$ cat src/rtl/uart_tx_sched_if.sv
// uart_tx_sched_if
// Groups the scheduler's bus-side and transmitter-side signals.
//   slave  : the scheduler (uart_tx_sched)
//   master : everything around it, i.e. the register/CPU side plus the
//            uart_tx instance that returns uart_busy
// Signals:
//   en, flush, err_clr, wr_en, wr_data  control and write port from the bus
//   full, empty, count                  FIFO status back to the bus
//   overflow, ack_err, tx_done          status/completion back to the bus
//   uart_send, uart_dout                strobe and byte to the transmitter
//   uart_busy                           busy flag from the transmitter
interface uart_tx_sched_if #(
  parameter int DEPTH = 8
);
  localparam int CW = $clog2(DEPTH) + 1;

  logic          en;
  logic          flush;
  logic          err_clr;
  logic          wr_en;
  logic [7:0]    wr_data;
  logic          full;
  logic          empty;
  logic [CW-1:0] count;
  logic          uart_send;
  logic [7:0]    uart_dout;
  logic          uart_busy;
  logic          tx_done;
  logic          overflow;
  logic          ack_err;

  modport master (
    output en, flush, err_clr, wr_en, wr_data, uart_busy,
    input  full, empty, count, uart_send, uart_dout, tx_done, overflow, ack_err
  );

  modport slave (
    input  en, flush, err_clr, wr_en, wr_data, uart_busy,
    output full, empty, count, uart_send, uart_dout, tx_done, overflow, ack_err
  );
endinterface

$ cat src/rtl/uart_tx_sched.sv
// uart_tx_sched
// Transmit-side scheduler for a UART transmitter. Bytes written from the bus
// are queued in a DEPTH-entry circular FIFO and handed to the transmitter one
// at a time with a single-cycle send strobe. The scheduler then waits for the
// transmitter's busy flag to rise and fall, pulses tx_done, and goes back to
// IDLE. A busy flag that never rises within ACK_TIMEOUT cycles sets the sticky
// ack_err flag; a write into a full FIFO sets the sticky overflow flag.
// Ports:
//   clk    bus clock
//   rst_n  asynchronous active-low reset
//   bus    uart_tx_sched_if.slave (write port, control, FIFO status, sticky
//          flags, tx_done, and the uart_send/uart_dout/uart_busy handshake)
module uart_tx_sched #(
  parameter int DEPTH       = 8,
  parameter int ACK_TIMEOUT = 4
) (
  input  logic           clk,
  input  logic           rst_n,
  uart_tx_sched_if.slave bus
);

  localparam int AW = $clog2(DEPTH);
  localparam int CW = AW + 1;
  localparam int TW = $clog2(ACK_TIMEOUT + 1);

  typedef enum logic [1:0] {
    IDLE    = 2'd0,
    SEND    = 2'd1,
    WAIT_HI = 2'd2,
    WAIT_LO = 2'd3
  } state_t;

  state_t        state;
  logic [7:0]    mem [DEPTH];
  logic [AW-1:0] wr_ptr;
  logic [AW-1:0] rd_ptr;
  logic [CW-1:0] count_q;
  logic [CW-1:0] count_nxt;
  logic          full_q;
  logic          empty_q;
  logic          send_q;
  logic [7:0]    dout_q;
  logic          done_q;
  logic          ovf_q;
  logic          ack_err_q;
  logic [TW-1:0] to_cnt;
  logic          push;
  logic          pop;
  logic          drop;

  // A flush swallows any same-cycle write silently and blocks a pop, so the
  // FIFO is guaranteed empty on the following cycle. A write seen while full
  // is dropped even if a pop frees a slot on that same edge.
  always_comb begin
    push      = bus.wr_en && !full_q && !bus.flush;
    drop      = bus.wr_en &&  full_q && !bus.flush;
    pop       = (state == IDLE) && bus.en && !empty_q && !bus.uart_busy && !bus.flush;
    count_nxt = count_q;
    if (push && !pop) begin
      count_nxt = count_q + CW'(1);
    end else if (pop && !push) begin
      count_nxt = count_q - CW'(1);
    end
  end

  // FIFO storage: data only, no reset needed.
  always_ff @(posedge clk) begin
    if (push) begin
      mem[wr_ptr] <= bus.wr_data;
    end
  end

  // FIFO pointers, occupancy and the overflow flag.
  always_ff @(posedge clk or negedge rst_n) begin
    if (!rst_n) begin
      wr_ptr  <= '0;
      rd_ptr  <= '0;
      count_q <= '0;
      full_q  <= 1'b0;
      empty_q <= 1'b1;
      ovf_q   <= 1'b0;
    end else begin
      if (bus.flush) begin
        wr_ptr  <= '0;
        rd_ptr  <= '0;
        count_q <= '0;
        full_q  <= 1'b0;
        empty_q <= 1'b1;
      end else begin
        if (push) begin
          wr_ptr <= wr_ptr + AW'(1);
        end
        if (pop) begin
          rd_ptr <= rd_ptr + AW'(1);
        end
        count_q <= count_nxt;
        full_q  <= (count_nxt == CW'(DEPTH));
        empty_q <= (count_nxt == '0);
      end
      // A new drop outranks a same-cycle clear.
      if (drop) begin
        ovf_q <= 1'b1;
      end else if (bus.err_clr) begin
        ovf_q <= 1'b0;
      end
    end
  end

  // Launch FSM. uart_send is high only while in SEND; uart_dout is loaded on
  // the pop and left untouched until the next pop.
  always_ff @(posedge clk or negedge rst_n) begin
    if (!rst_n) begin
      state     <= IDLE;
      send_q    <= 1'b0;
      dout_q    <= 8'h00;
      done_q    <= 1'b0;
      ack_err_q <= 1'b0;
      to_cnt    <= '0;
    end else begin
      send_q <= 1'b0;
      done_q <= 1'b0;
      if (bus.err_clr) begin
        ack_err_q <= 1'b0;
      end
      case (state)
        IDLE: begin
          if (pop) begin
            dout_q <= mem[rd_ptr];
            send_q <= 1'b1;
            state  <= SEND;
          end
        end
        SEND: begin
          to_cnt <= '0;
          state  <= WAIT_HI;
        end
        WAIT_HI: begin
          if (bus.uart_busy) begin
            state <= WAIT_LO;
          end else if (to_cnt == TW'(ACK_TIMEOUT - 1)) begin
            // This would be the ACK_TIMEOUT-th cycle without busy.
            ack_err_q <= 1'b1;
            state     <= IDLE;
          end else begin
            to_cnt <= to_cnt + TW'(1);
          end
        end
        WAIT_LO: begin
          if (!bus.uart_busy) begin
            done_q <= 1'b1;
            state  <= IDLE;
          end
        end
        default: state <= IDLE;
      endcase
    end
  end

  assign bus.full      = full_q;
  assign bus.empty     = empty_q;
  assign bus.count     = count_q;
  assign bus.uart_send = send_q;
  assign bus.uart_dout = dout_q;
  assign bus.tx_done   = done_q;
  assign bus.overflow  = ovf_q;
  assign bus.ack_err   = ack_err_q;

endmodule

$ cat src/flat_wrapper.sv
// flat-port wrapper written by rule: the top's interface ports become plain ports
module uart_tx_sched_flat 
#(
  parameter int DEPTH       = 8,
  parameter int ACK_TIMEOUT = 4
)
  (clk, rst_n, bus_en, bus_flush, bus_err_clr, bus_wr_en, bus_wr_data, bus_uart_busy, bus_full, bus_empty, bus_count, bus_uart_send, bus_uart_dout, bus_tx_done, bus_overflow, bus_ack_err);
  uart_tx_sched_if #(.DEPTH(DEPTH)) bus_i ();
  input  logic clk;
  input  logic rst_n;
  input wire logic [$bits(bus_i.en)-1:0] bus_en;
  input wire logic [$bits(bus_i.flush)-1:0] bus_flush;
  input wire logic [$bits(bus_i.err_clr)-1:0] bus_err_clr;
  input wire logic [$bits(bus_i.wr_en)-1:0] bus_wr_en;
  input wire logic [$bits(bus_i.wr_data)-1:0] bus_wr_data;
  input wire logic [$bits(bus_i.uart_busy)-1:0] bus_uart_busy;
  output wire logic [$bits(bus_i.full)-1:0] bus_full;
  output wire logic [$bits(bus_i.empty)-1:0] bus_empty;
  output wire logic [$bits(bus_i.count)-1:0] bus_count;
  output wire logic [$bits(bus_i.uart_send)-1:0] bus_uart_send;
  output wire logic [$bits(bus_i.uart_dout)-1:0] bus_uart_dout;
  output wire logic [$bits(bus_i.tx_done)-1:0] bus_tx_done;
  output wire logic [$bits(bus_i.overflow)-1:0] bus_overflow;
  output wire logic [$bits(bus_i.ack_err)-1:0] bus_ack_err;
  assign bus_i.en = bus_en;
  assign bus_i.flush = bus_flush;
  assign bus_i.err_clr = bus_err_clr;
  assign bus_i.wr_en = bus_wr_en;
  assign bus_i.wr_data = bus_wr_data;
  assign bus_i.uart_busy = bus_uart_busy;
  assign bus_full = bus_i.full;
  assign bus_empty = bus_i.empty;
  assign bus_count = bus_i.count;
  assign bus_uart_send = bus_i.uart_send;
  assign bus_uart_dout = bus_i.uart_dout;
  assign bus_tx_done = bus_i.tx_done;
  assign bus_overflow = bus_i.overflow;
  assign bus_ack_err = bus_i.ack_err;
  uart_tx_sched #(.DEPTH(DEPTH), .ACK_TIMEOUT(ACK_TIMEOUT)) u_core (.clk(clk), .rst_n(rst_n), .bus(bus_i));
endmodule
$ cat config.mk
export PLATFORM = sky130hd
export DESIGN_NAME = uart_tx_sched_flat
export DESIGN_NICKNAME = d
export VERILOG_FILES = /design/src/rtl/uart_tx_sched_if.sv /design/src/rtl/uart_tx_sched.sv /design/src/flat_wrapper.sv
export SDC_FILE = /design/constraint.sdc
export NUM_CORES = 1
export LEC_CHECK = 0
export ABC_CLOCK_PERIOD_IN_PS = 3020
export CORE_ASPECT_RATIO = 0.75
export CORE_UTILIZATION = 55
export CTS_CLUSTER_SIZE = 12
export DETAILED_ROUTE_END_ITERATION = 10
export PLACE_DENSITY = 0.76
export SLEW_MARGIN = 20
export SYNTH_ARGS = -nofsm -noshare
export SYNTH_HDL_FRONTEND = slang
export SYNTH_SLANG_ARGS = --single-unit
$ cat constraint.sdc
create_clock -name clk -period 3.02 [get_ports clk]
set_clock_uncertainty 0.15 [all_clocks]
set_input_delay 0.755 -clock clk [delete_from_list [all_inputs] [get_ports clk]]
set_output_delay 0.755 -clock clk [all_outputs]
set_load 0.005 [all_outputs]
==> summary.md, run 1 <==
| Metric | Value |
|---|---|
| Status | finished, final reports clean |
| TritonCTS sink count | a little over 90 |
| Grt ovf | 0 |
| Setup violators final | 0 |
| Worst r2r src | u_core.state[0] |
| Routed len/inst | 17.3 microns |
| Register area share after synthesis | about 69% |
| Post-CTS sizing | 0 |
| Total CTS buffers | 9 |
| Storage cell area | about 0.0026 sq mm |
| IO Pins | 33 |
| Fin. max-slew vios | 0 |
| Worst flop-to-flop path endpoint | u_core.bus.full |
| DP HPWL | roughly 4.7 mm |
| H-tree level count | 3 |
| Peak supply drop | 0.000326 V |
| Synth Register Bits | 93 |
| Last weighted congestion value of the routability-driven placer | approximately 0.84 |
| Unrepaired setup endpoints after global routing | false |
| Mapped Cells | 245 |
| Met1 WL | around 3 mm |
| Worst-case clock buffer depth | 2 |
| Setup ws final | between 500 and 600 ps |
| Max Clock Freq | about 400 MHz |
| Area contributors post-synth | edfxtp_1 (50%), dfrtp_1 (18%), mux4_2 (9.3%), nor2_1 (2.8%), mux2i_1 (2.3%) |
| First-pass GRT wire length | 10.7 mm |
| Critical Path Source | bus_uart_busy |
| Syn nets | roughly 270 |
| Met3 WL | 347 microns |
| Total core area | 0.00680 sq mm |
| CP startpoint kind | input pin |
| DRT Wirelength | about 6.7 mm |
| Initial DRC count | 175 |
| Crit-path cells | clkdlybuf4s50_1 -> or4b_1 -> buf_4 -> nor3_4 -> a22o_4 -> xnor2_1 -> nor3_1 |
| CTS tree | done |
| Yosys top cell area share | 49.8% |
| Largest net degree at the start of global routing | 30 |
| Total Routing Usage GR | 20.3% |
| Critical path capture point type | flop |
| IO Port Bufs | 32 |
| Layout cells sized above 1 | 19.5% |
| Root buf cell | clkbuf_8 |
| N_diodes | 0 |
| Worst reg-to-reg setup slack | just over 900 ps |
| Tot Pwr | 0.00279 W |
| Post-synth EDFFs | 64 |
| Vias per Instance | 5.64 |
| Fin nets | roughly 320 |
| Pre-antenna DRT Iters | 4 |
| Die width | between 90 and 100 microns |
| Final period util | between 80% and 90% |
| CTS clock-pin slew for the worst setup and hold paths | 90 ps |
| Die H | 74.6 microns |
| Predominant post-synthesis flop cell | edfxtp_1 |
| Worst Hold Class | flop to flop |
| Total setup buffers inserted after CTS | 0 |
| Hold Crit Depth | 1 |
| Die area | 0.00737 sq mm |
| Max_slew headroom | 46.9% |
| Warnings, synthesis | 0 |
| Post-synth ARST share | 31.2% |
| Average cell area after synthesis | approximately 16 sq um |
| Critical Path RT | 3140 ps |
| Routed via count | between 2000 and 2500 |
| Placed cell count | 370 |
| Synthesis-to-finish area growth | 18.5% |
| Yosys cell types | 42 |
| Top Metal Used | met4 |
| Setup tns final | 0 ps |
| Crit path DAT | around 2600 ps |
| Pwr per Cell Area | between 600 and 700 mW/mm^2 |
| Worst-Margin Slew | 797 ps |
| Vias in the first global route | 2085 |
| Final std cells w/o fill | ~390 |
| Post-DRT Antenna Nets | 0 |
| Mapped Area | 0.00386 sq mm |
| Worst path max stage delay | 590 ps |
| Count leader, synth | edfxtp_1 |
| Max_cap viols | 0 |
| Hold bufs inserted after CTS | 0 |
| Final hold vios | 0 |
| CP max FO | 5 |
| DR WL met2 | 3.28 mm |
| Antenna violations before repair | 0 |
| Critical Path Sink | u_core.bus.full |
| Fill cells | 452 |
| Area of the multi-input gates | 0.00113 sq mm |
| Commonest cells post-synth | edfxtp_1 (64), nor2_1 (29), dfrtp_1 (28) |
| Pre-CTS setup slack | 187 ps |
| Clk_lat worst skew | 360 ps |
| Cell Rows | 26 |
| Worst reg-to-reg path cell count | 6 |
| Fin crit period | approximately 2500 ps |
| Initial Util | 56.8% |
| Synth area leader | edfxtp_1 |
| DRC | 0 |
| CP Class | input pin to flop |
| Leak Pwr | about 1.7 nW |
| CP max-delay cell | or4b_1 |
==> sequential cells by signal, indices dropped and copies added (netlist names) <==
register,cells
u_core.wr_ptr,3
u_core.bus.tx_done,1
u_core.mem,64
u_core.state,2
u_core.bus.ack_err,1
u_core.bus.full,1
u_core.rd_ptr,3
u_core.bus.uart_send,1
u_core.to_cnt,3
u_core.bus.empty,1
u_core.bus.uart_dout,8
u_core.bus.count,4
u_core.bus.overflow,1
==> worst min-delay path by stage <==
stage | to | from | slack (ps)
after floorplan | u_core.bus.ack_err | rst_n | 310
after global placement | u_core.bus.ack_err | u_core.bus.ack_err | 310
after detailed placement | u_core.bus.ack_err | u_core.bus.ack_err | 320
after CTS | u_core.bus.ack_err | u_core.bus.ack_err | 340
after global routing | u_core.bus.ack_err | u_core.bus.ack_err | 370
final | u_core.bus.ack_err | u_core.bus.ack_err | 330
==> final cells by class <==
class,count,share of cell area [%]
inverter,7,0.574
tap,84,2.30
multi-input combinational,134,24.6
clock buffer,10,2.79
timing repair buffer,52,10.3
sequential,93,57.9
clock inverter,6,1.56
==> logic make-up (layout without fill, tap and decap cells) <==
group	after synthesis	in the layout	synth area share, %
buffers and inverters	18	75	2.24
and+or+nand+nor	66	66	8.84
AOI/OAI and AO/OA	31	31	5.38
adders and majority gates	6	6	1.94
xor gates and xnor gates	6	6	1.36
DFF	93	93	68.6
muxes	25	25	11.7
==> per-stage QoR <==
step	util, %	hold slack, ps	cell area [sq um]
after global placement	64.4	308	4380
after CTS	67.3	335	4580
final	67.3	329	4580
after floorplan	-	309	3860
after global routing	67.3	372	4580
after detailed placement	64.4	319	4380
==> critical path, delay by kind of cell <==
kind,cells,cell delay [ps]
simple gates,3,990
buf+inv,2,620
xor+xnor,1,70
compound gates,1,170
==> metal layers <==
layer / GRT usage [%] / vias to the layer above
met5: 0 / -
met4: 4.48 / 0
met3: 6.86 / 5
met2: 33.3 / 56
met1: 26.9 / 1082
li1: - / 1034
==> report_power, final <==
part	switching (W)	total, W	internal (W)
logic	0.000184	0.000423	0.000239
clock network	0.000429	0.000819	0.000390
registers	0.0000821	0.00155	0.00147
total	0.000695	0.00279	0.00210
==> cells in the final DEF (no fill, tap or decap), drive strengths merged, types with 2 or more instances in the layout <==
cell type / n
a21o: 2
a21oi: 15
and3: 2
buf: 20
clkbuf: 10
clkdlybuf4s50: 32
clkinvlp: 2
dfrtp: 28
edfxtp: 64
ha: 6
inv: 9
mux2i: 9
mux4: 16
nand2: 10
nand2b: 3
nand3: 2
nor2: 30
nor3: 8
nor3b: 2
o21ai: 6
or3: 2
xnor2: 3
xor2: 3
(Power assumes the default switching activity.)
==> run 2: changes to the inputs <==
ABC_CLOCK_PERIOD_IN_PS = 2300   (was 3020)
clock period = 2.3 ns   (was 3.02 ns; I/O delays follow)
==> summary.md, run 2 (same netlist as run 1, synthesis figures left out) <==
| Metric | Value |
|---|---|
| Die width | 98.8 microns |
| CTS tree | done |
| Fill cells | 476 |
| Final period util | between 90% and 100% |
| Biggest register | u_core.mem |
| Fin nets | roughly 340 |
| Vias per Instance | around 5.5 |
| Storage cell area | 0.00265 sq mm |
| Clk_lat worst skew | 350 ps |
| Hold bufs inserted after CTS | 0 |
| DRT Wirelength | 6.99 mm |
| CP max FO | 5 |
| Commonest non-fill, non-tap cell in the layout | edfxtp_1 |
| Leak Pwr | about 1.8 nW |
| Final hold vios | 0 |
| Worst Hold Class | flop to flop |
| Final instance area | 0.00476 sq mm |
| Cell Rows | 26 |
| Max Clock Freq | 446 MHz |
| Post-DRT Antenna Nets | 0 |
| Placed Instance Area | 0.00452 sq mm |
| Layout cells sized above 1 | between 20% and 30% |
| Setup ws final | 60.2 ps |
| Critical Path Source | bus_uart_busy |
| Critical path capture point type | flop |
| Worst-Margin Slew | 475 ps |
| Pwr per Cell Area | 773 mW/mm^2 |
| Synthesis-to-finish area growth | 23.2% |
| Hold_ws | about 340 ps |
| Most frequent cells in the layout | edfxtp_1 (64), buf_4 (34), clkdlybuf4s50_1 (32), nor2_1 (29), dfrtp_1 (28) |
| Setup tns final | 0 ps |
| Tot Pwr | between 0.003 and 0.004 W |
| Max_cap viols | 0 |
| CP Class | input pin to flop |
| DRC | 0 |
| Initial DRC count | 99 |
| Sum of buffers and inverters on the critical path | 2 |
| CP startpoint kind | input pin |
| N_diodes | 0 |
| Total Routing Usage GR | between 20 and 25% |
| IO Pins | 33 |
| Peak supply drop | 0.000477 V |
| Worst Hold End | u_core.bus.ack_err |
| Crit path max-delay family | simple AND/OR/NAND/NOR gates |
| IO Port Bufs | 32 |
| Worst reg-to-reg setup slack | 210 ps |
| Crit path DAT | 2360 ps |
| Pre-antenna DRT Iters | 4 |
| Max reg flops | 64 |
| H-tree level count | 3 |
| CTS clock-pin slew for the worst setup and hold paths | 90 ps |
| Max_slew headroom | between 60% and 70% |
| Area of the multi-input gates | 0.00115 sq mm |
| Grt ovf | 0 |
| Fin crit period | ~2200 ps |
| Vias in the first global route | 2261 |
| Worst r2r src | u_core.bus.count[1] |
| Worst reg-to-reg path cell count | 6 |
| Routed len/inst | 17.3 microns |
| Crit-path cells | clkdlybuf4s50_1 -> or4b_4 -> buf_6 -> nor3_4 -> o2bb2ai_2 -> o21ai_2 -> nor3_1 |
| Largest net degree at the start of global routing | 30 |
| Die area | 0.00737 sq mm |
| Setup violators final | 0 |
| Critical Path RT | 2420 ps |
| Antenna violations before repair | 0 |
| Fin. max-slew vios | 0 |
| First-pass GRT wire length | 11.5 mm |
| Hold Crit Depth | 1 |
| Hold Startpoint | u_core.bus.ack_err |
| Root buf cell | clkbuf_8 |
| Pre-CTS setup slack | -370 ps |
| Worst-case clock buffer depth | 2 |
| CP max-delay cell | or4b_4 |
| Total CTS buffers | 9 |
| Worst path max stage delay | 570 ps |
| Die H | approximately 75 microns |
| Routed via count | around 2200 |
| DP HPWL | 5.04 mm |
| Worst flop-to-flop path endpoint | u_core.bus.full |
| Last weighted congestion value of the routability-driven placer | 0.851 |
| Total core area | between 0.006 and 0.007 sq mm |
| TritonCTS sink count | 93 |
| Status | finished, final reports clean |
| Initial Util | between 50 and 60% |
[run 2: worst max-delay path by stage]
stage / to / slack, ps / cells past startpoint
global route: u_core.bus.count[0] / -2 / 7
finish: u_core.bus.full / 60 / 7
detailed placement: u_core.bus.full / -370 / 7
CTS: u_core.bus.full / 8 / 7
floorplan: u_core.mem[0][0] / 20 / 4
global placement: u_core.bus.full / -320 / 6
[run 2: worst register-to-register path: stages (launching register included)]
cell and delay (ps):
dfrtp_1 500, inv_1 80, ha_1 330, or4_1 530, o2bb2ai_2 160, o21ai_2 90, nor3_1 170
[run 2: final cells by class]
| cell class | instances | share of cell area, % |
|---|---|---|
| sequential | 93 | 55.7 |
| timing repair buffer | 69 | 13.2 |
| tap | 84 | 2.21 |
| clock buffer | 9 | 2.60 |
| clock inverter | 7 | 1.53 |
| multi-input combinational | 134 | 24.3 |
| inverter | 7 | 0.552 |
[run 2: metal layers]
| layer | vias to the layer above | global-route usage, % | part of all wire, % | wire, microns |
|---|---|---|---|---|
| met2 | 51 | 36.1 | 48 | 3330 |
| met4 | 0 | 10.1 | 1.8 | 123 |
| met3 | 13 | 6.02 | 4.5 | 313 |
| met5 | - | 0 | 0 | 0 |
| met1 | 1103 | 28.1 | 46 | 3220 |
| li1 | 1067 | - | - | - |
[run 2: timing repair]
action | in CTS | in global routing
pin swaps | 0 | 7
gates cloned | 0 | 0
setup buffers | 1 | 1
endpoints found under the setup margin | 1 | 8
resized for setup | 0 | 5
hold endpoints to repair | 0 | 0
[run 2: through the flow]
step	instances	utilization, %
finish	403	70.0
floorplan	245	-
CTS	402	69.5
global route	403	70.0
global placement	385	66.5
detailed placement	385	66.5
[run 2: where the power goes]
part / switching (W) / internal, W
clock network: 0.000552 / 0.000506
logic: 0.000264 / 0.000338
registers: 0.0000919 / 0.00193
total: 0.000908 / 0.00277
==> run 3: changes to the inputs <==
==> constraint.sdc (replaced) <==
create_clock -name clk -period 2.3 [get_ports clk]
set_clock_uncertainty 0.15 [all_clocks]
set_input_delay 0.575 -clock clk [delete_from_list [all_inputs] [get_ports clk]]
set_output_delay 0.575 -clock clk [all_outputs]
set_load 0.05 [all_outputs]
==> summary.md, run 3 (same netlist as run 1, synthesis figures left out) <==
| Metric | Value |
|---|---|
| Net Sw Frac | a little under a third |
| IO Port Bufs | 32 |
| Vias per Instance | 5.55 |
| Worst-case clock buffer depth | 2 |
| Crit path max-delay family | simple AND/OR/NAND/NOR gates |
| Final Util | 69.2% |
| First-pass GRT wire length | about 11 mm |
| Crit-path cells | clkdlybuf4s50_1 -> or4b_4 -> buf_6 -> nor3_4 -> a22o_4 -> xnor2_1 -> nor3_1 |
| Combinational share of power | between 20 and 25% |
| TritonCTS sink count | 93 |
| Max_cap viols | 0 |
| Die H | around 75 microns |
| Fill cells | 442 |
| Final period util | 97.3% |
| Layout cells sized above 1 | 25.1% |
| Fin nets | between 300 and 400 |
| Peak supply drop | 0.000432 V |
| Worst-Margin Slew | 547 ps |
| Most frequent cells in the layout | edfxtp_1 (64), buf_4 (35), nor2_1 (29), dfrtp_1 (28), clkdlybuf4s50_1 (22) |
| Die area | 0.00737 sq mm |
| IO Pins | 33 |
| Power Internal | 0.00273 W |
| Initial Util | a little under three fifths |
| Crit path DAT | 2330 ps |
| Critical Path RT | 2390 ps |
| Routed len/inst | 17.5 microns |
| Pwr per Cell Area | 833 mW/mm^2 |
| Worst path max stage delay | around 500 ps |
| Fin. max-slew vios | 0 |
| Total Routing Usage GR | 21.1% |
| Fin crit period | 2240 ps |
| Pre-CTS setup slack | -344 ps |
| Worst r2r src | u_core.bus.count[1] |
| Clk pwr share | roughly a quarter |
| Tot Pwr | 0.00392 W |
| Last weighted congestion value of the routability-driven placer | 0.834 |
| CP startpoint kind | input pin |
| Total CTS buffers | 9 |
| Biggest register | u_core.mem |
| Hold Startpoint | u_core.bus.overflow |
| Pre-antenna DRT Iters | 4 |
| Routed via count | ~2200 |
| Largest net degree at the start of global routing | 30 |
| CP max FO | 5 |
| CP Class | input pin to flop |
| Setup violators final | 0 |
| Grt ovf | 0 |
| Post-DRT Antenna Nets | 0 |
| CTS tree | done |
| Root buf cell | clkbuf_8 |
| Synthesis-to-finish area growth | 21.7% |
| Leak Pwr | 1.82 nW |
| Worst Hold Class | flop to flop |
| H-tree level count | 3 |
| Max Clock Freq | around 450 MHz |
| Critical Path Source | bus_en |
| Critical path capture point type | flop |
| Cell Rows | 26 |
| Setup ws final | 61.0 ps |
| Net Switching | 0.00119 W |
| Commonest non-fill, non-tap cell in the layout | edfxtp_1 |
| Total core area | ~0.007 sq mm |
| DRC | 0 |
| CTS clock-pin slew for the worst setup and hold paths | 80 ps |
| Sum of buffers and inverters on the critical path | 2 |
| Antenna violations before repair | 0 |
| Die width | 98.8 microns |
| DRT Wirelength | about 7.0 mm |
| Max reg flops | 64 |
| Vias in the first global route | 2101 |
| Final hold vios | 0 |
| N_diodes | 0 |
| Clk_lat worst skew | between 300 and 400 ps |
| Sequential share of power | 51.2% |
| Max_slew headroom | 63.5% |
| CP max-delay cell | or4b_4 |
| Initial DRC count | 139 |
| Hold bufs inserted after CTS | 0 |
| DP HPWL | 4.69 mm |
| Status | finished, final reports clean |
| Setup tns final | 0 ps |
run 3: changes by cell type in the layout (fill, tap and decap cells not counted), sizes merged:
cell / delta
clkdlybuf4s50: -10
dlygate4sd2: +1
dlymetal6s2s: +4
clkinv: -2
clkbuf: +3
buf: +1
bufinv: -1
run 3: routing by layer:
metal	up-vias	global-route usage (%)	part of all wire, %
li1	1055	-	-
met1	1099	30.1	45
met2	53	32.9	48
met3	7	5.92	6.3
met4	0	4.98	0.79
met5	-	0	0
run 3: power by group through the flow:
| stage | registers (W) | logic, W | clock network (W) |
|---|---|---|---|
| 6_report | 0.00201 | 0.000899 | 0.00101 |
| 5_1_grt | 0.00202 | 0.000978 | 0.00111 |
| 4_1_cts | 0.00201 | 0.000903 | 0.00104 |
| 3_5_place_dp | 0.00204 | 0.000900 | 0 |
| 3_3_place_gp | 0.00204 | 0.000884 | 0 |
| 2_1_floorplan | 0.00233 | 0.000289 | 0 |
run 3: final cells by class:
cell class	count	area (sq um)	area share (%)
flip-flops and latches	93	2650	56.3
well taps	84	105	2.24
clock inverters	4	31.3	0.665
clock buffers	12	156	3.33
multi-input cells	134	1140	24.3
repair buffers	65	593	12.6
inverters	7	26.3	0.559
run 3: worst paths after layout:
path	end	slack [ps]	cells after the start
worst min-delay path	u_core.bus.overflow	350	1
worst max register to register	u_core.bus.full	260	6
min in group asynchronous	u_core.bus.uart_send	460	2
max in group asynchronous	u_core.bus.empty	1200	2
worst max-delay path	u_core.bus.full	60	7
worst min register to register	u_core.bus.overflow	350	1
run 3: worst reg2reg max path: stages, from the launching register on:
cell and delay (ps):
dfrtp_1 490, inv_1 80, ha_1 330, or4_1 530, o2bb2ai_1 150, o21ai_1 100
nor3_1 140
run 3: repair_timing:
action                                  in CTS  in global routing
pin swaps                                    0                  3
gates resized for setup                      1                  6
endpoints found under the setup margin       1                  8
setup buffers                                0                  1
run 3: stage by stage:
stage / instances / area [sq um] / hold slack, ps
4_1_cts: 398 / 4680 / 351
5_1_grt: 399 / 4700 / 364
3_5_place_dp: 382 / 4490 / 317
3_3_place_gp: 382 / 4490 / 308
2_1_floorplan: 245 / 3870 / 129
6_report: 399 / 4700 / 349
